### config.mk
export PLATFORM = sky130hd
export DESIGN_NAME = register_sequencer
export DESIGN_NICKNAME = d
export VERILOG_FILES = /design/src/rtl/register_sequencer.sv
export SDC_FILE = /design/constraint.sdc
export NUM_CORES = 1
export LEC_CHECK = 0
export ABC_AREA = 1
export BUFFER_PORTS_ARGS = -buffer_cell sky130_fd_sc_hd__buf_2
export CORE_UTILIZATION = 48
export DETAILED_ROUTE_END_ITERATION = 8
export GPL_TIMING_DRIVEN = 0
export PLACE_DENSITY = 0.84
export SETUP_SLACK_MARGIN = 0.02
export SYNTH_ARGS = -nofsm -noshare
export SYNTH_HDL_FRONTEND = slang
export SYNTH_SLANG_ARGS = --single-unit
### constraint.sdc
create_clock -name clk -period 3.3 [get_ports clk]
set_input_delay 0.66 -clock clk [delete_from_list [all_inputs] [get_ports clk]]
set_output_delay 0.66 -clock clk [all_outputs]
set_load 0.02 [all_outputs]
### src/rtl/register_sequencer.sv
// register_sequencer: command-driven strobe sequencer for one general-purpose register.
// Define REGISTER_SEQUENCER_ROTATE_EN to enable op 7 (ROR); otherwise op 7 behaves as NOP.
module register_sequencer #(
    parameter int DATA_WIDTH = 16,
    parameter int CNT_WIDTH  = 5
) (
    input  logic                  clk,
    input  logic                  rst_n,
    input  logic                  cmd_valid,
    output logic                  cmd_ready,
    input  logic [2:0]            cmd_op,
    input  logic [CNT_WIDTH-1:0]  cmd_cnt,
    input  logic                  cmd_fill,
    input  logic [DATA_WIDTH-1:0] cmd_data,
    input  logic                  abort,
    input  logic [DATA_WIDTH-1:0] reg_out,
    output logic                  reg_cl,
    output logic                  reg_ld,
    output logic                  reg_inc,
    output logic                  reg_dec,
    output logic                  reg_sr,
    output logic                  reg_sl,
    output logic                  reg_ir,
    output logic                  reg_il,
    output logic [DATA_WIDTH-1:0] reg_in,
    output logic                  busy,
    output logic                  done
);

    localparam logic [1:0] IDLE = 2'd0;
    localparam logic [1:0] RUN  = 2'd1;
    localparam logic [1:0] DONE = 2'd2;

    localparam logic [2:0] OP_NOP  = 3'd0;
    localparam logic [2:0] OP_CLR  = 3'd1;
    localparam logic [2:0] OP_LOAD = 3'd2;
    localparam logic [2:0] OP_INC  = 3'd3;
    localparam logic [2:0] OP_DEC  = 3'd4;
    localparam logic [2:0] OP_SHR  = 3'd5;
    localparam logic [2:0] OP_SHL  = 3'd6;
    localparam logic [2:0] OP_ROR  = 3'd7;

    logic [1:0]            state;
    logic [2:0]            op;
    logic [CNT_WIDTH-1:0]  remaining;
    logic                  fill;
    logic [DATA_WIDTH-1:0] data;
    logic                  counted_op;
    logic                  run_active;
    logic                  unused_reg_out;

    // Ops that repeat cmd_cnt times; a disabled ROR falls through to the NOP path.
    always_comb begin
        counted_op = 1'b0;
        case (cmd_op)
            OP_INC, OP_DEC, OP_SHR, OP_SHL: counted_op = 1'b1;
`ifdef REGISTER_SEQUENCER_ROTATE_EN
            OP_ROR: counted_op = 1'b1;
`endif
            default: counted_op = 1'b0;
        endcase
    end

    always_ff @(posedge clk or negedge rst_n) begin
        if (!rst_n) begin
            state     <= IDLE;
            op        <= OP_NOP;
            remaining <= '0;
            fill      <= 1'b0;
            data      <= '0;
        end else begin
            case (state)
                IDLE: begin
                    if (cmd_valid) begin
                        op   <= cmd_op;
                        fill <= cmd_fill;
                        data <= cmd_data;
                        if (cmd_op == OP_CLR || cmd_op == OP_LOAD) begin
                            remaining <= CNT_WIDTH'(1);
                            state     <= RUN;
                        end else if (counted_op && cmd_cnt != '0) begin
                            remaining <= cmd_cnt;
                            state     <= RUN;
                        end else begin
                            remaining <= '0;
                            state     <= DONE;
                        end
                    end
                end
                RUN: begin
                    if (abort) begin
                        state <= IDLE;
                    end else if (remaining == CNT_WIDTH'(1)) begin
                        state <= DONE;
                    end else begin
                        remaining <= remaining - CNT_WIDTH'(1);
                    end
                end
                DONE: state <= IDLE;
                default: state <= IDLE;
            endcase
        end
    end

    // Strobes come only from latched state; abort suppresses them in the same cycle.
    assign run_active = (state == RUN) && !abort;

    always_comb begin
        reg_cl  = 1'b0;
        reg_ld  = 1'b0;
        reg_inc = 1'b0;
        reg_dec = 1'b0;
        reg_sr  = 1'b0;
        reg_sl  = 1'b0;
        reg_ir  = 1'b0;
        reg_il  = 1'b0;
        if (run_active) begin
            case (op)
                OP_CLR:  reg_cl  = 1'b1;
                OP_LOAD: reg_ld  = 1'b1;
                OP_INC:  reg_inc = 1'b1;
                OP_DEC:  reg_dec = 1'b1;
                OP_SHR: begin
                    reg_sr = 1'b1;
                    reg_ir = fill;
                end
                OP_SHL: begin
                    reg_sl = 1'b1;
                    reg_il = fill;
                end
`ifdef REGISTER_SEQUENCER_ROTATE_EN
                OP_ROR: begin
                    reg_sr = 1'b1;
                    reg_ir = reg_out[0];
                end
`endif
                default: ;
            endcase
        end
    end

    assign reg_in    = data;
    assign busy      = (state != IDLE);
    assign done      = (state == DONE);
    assign cmd_ready = (state == IDLE);

    // reg_out is only partly (or not at all) consumed depending on the build.
    assign unused_reg_out = ^reg_out;

endmodule

# Word level (Yosys, flattened, before mapping)
# Index checks and enable logic that the tools add are counted.
[op_classes]
n_eq_ne = 19
reduce_logical = 12
addsub = 1
n_mux = 29
[op_table]
columns = ["cell", "n"]
rows = [
  ["two-way mux 5 bit", 5],
  ["equality test 3 bit (second input constant)", 6],
  ["two-way mux 1 bit", 17],
  ["equality test 3 x 2 -> 1 bit (second input constant)", 4],
  ["two-way mux 2 bit", 5],
  ["case mux 5 bit (2 select lines)", 1],
  ["equality test 3 x 1 -> 1 bit (second input constant)", 2],
  ["inequality test 2 bit (second input constant)", 3],
  ["equality test 5 x 1 -> 1 bit (second input constant)", 1],
  ["nonzero test 5 bit", 1],
  ["subtractor 5 x 1 -> 5 bit (second input constant)", 1],
  ["case mux 2 bit (2 select lines)", 1],
  ["AND reduction 2 bit", 2],
  ["AND reduction 4 bit", 1],
  ["nonzero test 2 bit", 2],
  ["OR reduction 4 bit", 1],
  ["inequality test 3 bit (second input constant)", 1],
  ["equality test 2 x 1 -> 1 bit (second input constant)", 1],
  ["equality test 2 bit (second input constant)", 1],
  ["logical AND 1 bit", 2],
  ["zero test 2 bit", 1],
  ["zero test 1 bit", 1],
  ["logical OR 1 bit", 1],
]
[totals]
reg_bits = 27

# Logic depth before layout (Yosys ltp)
[depth]
ltp_word = 8
ltp_mapped = 9
mapped_depth_nobuf = 9

# Least setup slack after synthesis
# OpenSTA, ideal clock, no wires.
[synth_timing]
path_type = "input port to output port"
start = "input port abort"
end = "output port reg_il"
cell_stages = 3
t_required_ns = 2.640
setup_slack_ns = 1.149
arrival_ns = 1.491
n_path_buf = 0
path_cell_list = "nor2_8 nand2_2 nor4_1"
[synth_via]
elab_chain_cells = 3
[synth_lines]
columns = ["element", "line_no", "text"]
rows = [
  ["from (decl)", "15", "input logic abort,"],
  ["zero test 1 bit", "106", "assign run_active = (state == RUN) && !abort;"],
  ["logical AND 1 bit", "106", ""],
  ["two-way mux 1 bit", "117", "if (run_active) begin"],
  ["to (decl)", "24", "output logic reg_il,"],
]
# No other way between the ends.

# Final worst setup path
[layout_timing]
start = "register state[1]"
end = "output port reg_il"
[layout_via]
elab_chain_cells = 3
[layout_lines]
columns = ["element", "line_no", "text"]
rows = [
  ["from (decl)", "43", "logic [1:0] state;"],
  ["from (signal assigned)", "66", "state <= IDLE;"],
  ["from (signal assigned)", "80", "state <= RUN;"],
  ["from (signal assigned)", "83", "state <= RUN;"],
  ["equality test 2 x 1 -> 1 bit", "106", ""],
  ["logical AND 1 bit", "106", ""],
  ["two-way mux 1 bit", "117", ""],
]
# No other way between the ends.

==> flow_metrics.tcl <==
set metrics [dict create \
    intPower_w 0.0007503 \
    grt_setup_unrepaired "no" \
    area_growth_syn_to_layout_pct 24.37 \
    path_class "reg2out" \
    drc_errors 0 \
    die_w_um 56.03 \
    hp-class "in2async" \
    place_ws_ps 1250 \
    setup_violations 0 \
    fin_worst_skew_ps 7.059 \
    ys.warnings.count 0 \
    multi_input_area_um2 613.1 \
    track_usage 0.2054 \
    critPathArrivalTime_ps 1520 \
    syn_inst 179 \
    pwr-share-seq 0.411 \
    cts_setup_buffers 0 \
    seqCellArea_um2 675.6 \
    wl_per_cell_um 10.72 \
    yosysSeqAreaShare 0.4821 \
    gp_congestion 0.8351 \
    cap_violations 0 \
    root_buffer "clkbuf_4" \
    synthesis.area_mm2 0.001401 \
    swShare 0.4560 \
    final_cell_mix "nand2_1, buf_2, dfrtp_1" \
    critPathCaptureType "primary output" \
    drt-initial-drc-count 34 \
    grt_start_max_net_pins 28 \
    first_global_vias 1199 \
    dp_cells 265 \
    holdWs_ps 325.1 \
    fin_crit_sh 0.6621 \
    p_clk_frac 0.100 \
    cts_resized 0 \
    worst_pin_slew_ps 595.5 \
    clkSinkCount 27 \
    cts_tree "yes" \
    port_buffers 55 \
    layout-drive-gt1-share 0.3193 \
    clk_pin_slew_ps 140 \
    num_vias 1280 \
    fin_cells 269 \
    syn_nets 226 \
    clk_latency_ps 320 \
    final_nets 286 \
    p_switching_w 0.0006290 \
    synth_seq_cells 27 \
    nFillCells 253 \
    crit_path_start_kind "register" \
    syn_avg_cell_area_um2 7.829 \
    final_common_cell "nand2_1" \
    status "completed" \
    crit_fanout 8 \
    start_util 0.5082 \
    holdBufCountCts 0 \
    grt_pass1_wl_um 5030 \
    timing.final.hold_violations 0 \
    placement_rows 19 \
    vias_per_cell 4.758 \
    pin_count 72 \
    setup_tns_ps 0 \
    cts_max_path_buffers 2 \
    fin_ws_ps 1115 \
    drt-total-wl_um 2884 \
    antenna_left 0 \
    die_h_um 56.03 \
    fin_crit_ps 2185 \
    yosysUniqueCellTypes 21 \
    combPwrFrac 0.489 \
    drtPass1Iterations 4 \
    die_area_mm2 0.003139 \
    antenna_found_initial 0 \
    antennaDiodeCount 0 \
    grt-ovfl-total 0 \
    post-dp-hpwl_um 2220 \
    fmax_mhz 457.7 \
    required_ps 2640 \
    drv_slew 0 \
    numCtsBuffers 3 \
    p_per_area_mw_per_mm2 791.4 \
    p_leak_nw 1.031 \
    core_mm2 0.002758 \
    htreeDepth 1 \
    ir_drop_uv 500.8 \
    max_slew_margin 0.6030 \
]
stage by stage:
stage | instance area [µm²] | total power (W) | utilization
final | 1743 | 0.001379 | 0.6320
after floorplan | 1401 | 0.001041 | -
after global routing | 1743 | 0.001505 | 0.6320
after global placement | 1715 | 0.001230 | 0.6221
after CTS | 1743 | 0.001391 | 0.6320
after detailed placement | 1715 | 0.001248 | 0.6221
worst max-delay path, cell delays in order, from the launching register on:
cell and delay, ps:
dfrtp_1 410, inv_1 110, nand2_4 110, nor2_8 130, nand2_2 90, nor4_1 160
buf_2 200
cell type report:
class | count | share of cell area
inverters | 19 | 0.04092
flip-flops and latches | 27 | 0.3877
repair buffers | 55 | 0.1579
clock inverters | 1 | 0.002872
well taps | 31 | 0.02225
plain buffers | 4 | 0.02369
clock buffers | 3 | 0.01292
multi-input cells | 129 | 0.3518
layer usage:
| metal | up-vias | part of all wire | track usage |
|---|---|---|---|
| met1 | 566 | 0.49 | 0.2611 |
| met3 | 2 | 0.050 | 0.03953 |
| met4 | 0 | 0.0035 | 0.06272 |
| met2 | 37 | 0.46 | 0.3537 |
| met5 | - | 0 | 0 |
| li1 | 675 | - | - |
power by group through the flow:
stage / logic, W / registers [W] / clock network [W]
2_1_floorplan: 0.000375 / 0.000665 / 0
3_3_place_gp: 0.000662 / 0.000568 / 0
4_1_cts: 0.000678 / 0.000567 / 0.000146
6_report: 0.000674 / 0.000567 / 0.000138
5_1_grt: 0.000756 / 0.000588 / 0.000161
3_5_place_dp: 0.000680 / 0.000568 / 0
Yosys cell counts, drive strengths merged:
| library cell | n | area share |
|---|---|---|
| nand3 | 9 | 0.032 |
| nor3 | 5 | 0.018 |
| buf | 4 | 0.029 |
| nor4 | 2 | 0.0089 |
| o22ai | 1 | 0.0089 |
| o21ai | 8 | 0.037 |
| nor2 | 15 | 0.054 |
| a21oi | 5 | 0.018 |
| inv | 19 | 0.051 |
| nand3b | 1 | 0.0054 |
| dfrtp | 27 | 0.48 |
| ha | 2 | 0.018 |
| nand4 | 1 | 0.0045 |
| nand2 | 80 | 0.23 |
cell families (layout without fill, tap and decap cells):
family | after synthesis | count (layout) | synth area share
buffers and inverters | 23 | 82 | 0.08036
AND/OR/NAND/NOR | 113 | 113 | 0.3563
AO/OA/AOI/OAI | 14 | 14 | 0.06339
flip-flops | 27 | 27 | 0.4821
adder cells (fa/ha/maj) | 2 | 2 | 0.01785
final timing paths:
check / startpoint / end / slack (ps) / cells past startpoint
worst max-delay path: state[1] / reg_il / 1120 / 6
worst min-delay path: rst_n / reg_in[14] / 330 / 1
worst max register to register: remaining[1] / remaining[4] / 1910 / 9
worst min register to register: reg_in[12] / reg_in[12] / 490 / 2
max in group asynchronous: rst_n / reg_in[10] / 2590 / 1
min in group clk: reg_in[12] / reg_in[12] / 490 / 2
registers in the layout (all words and copies together) (netlist names):
| signal | cells |
|---|---|
| fill | 1 |
| op | 3 |
| state | 2 |
| remaining | 5 |
| reg_in | 16 |
No activity file was read; power rests on OpenSTA's default activity.
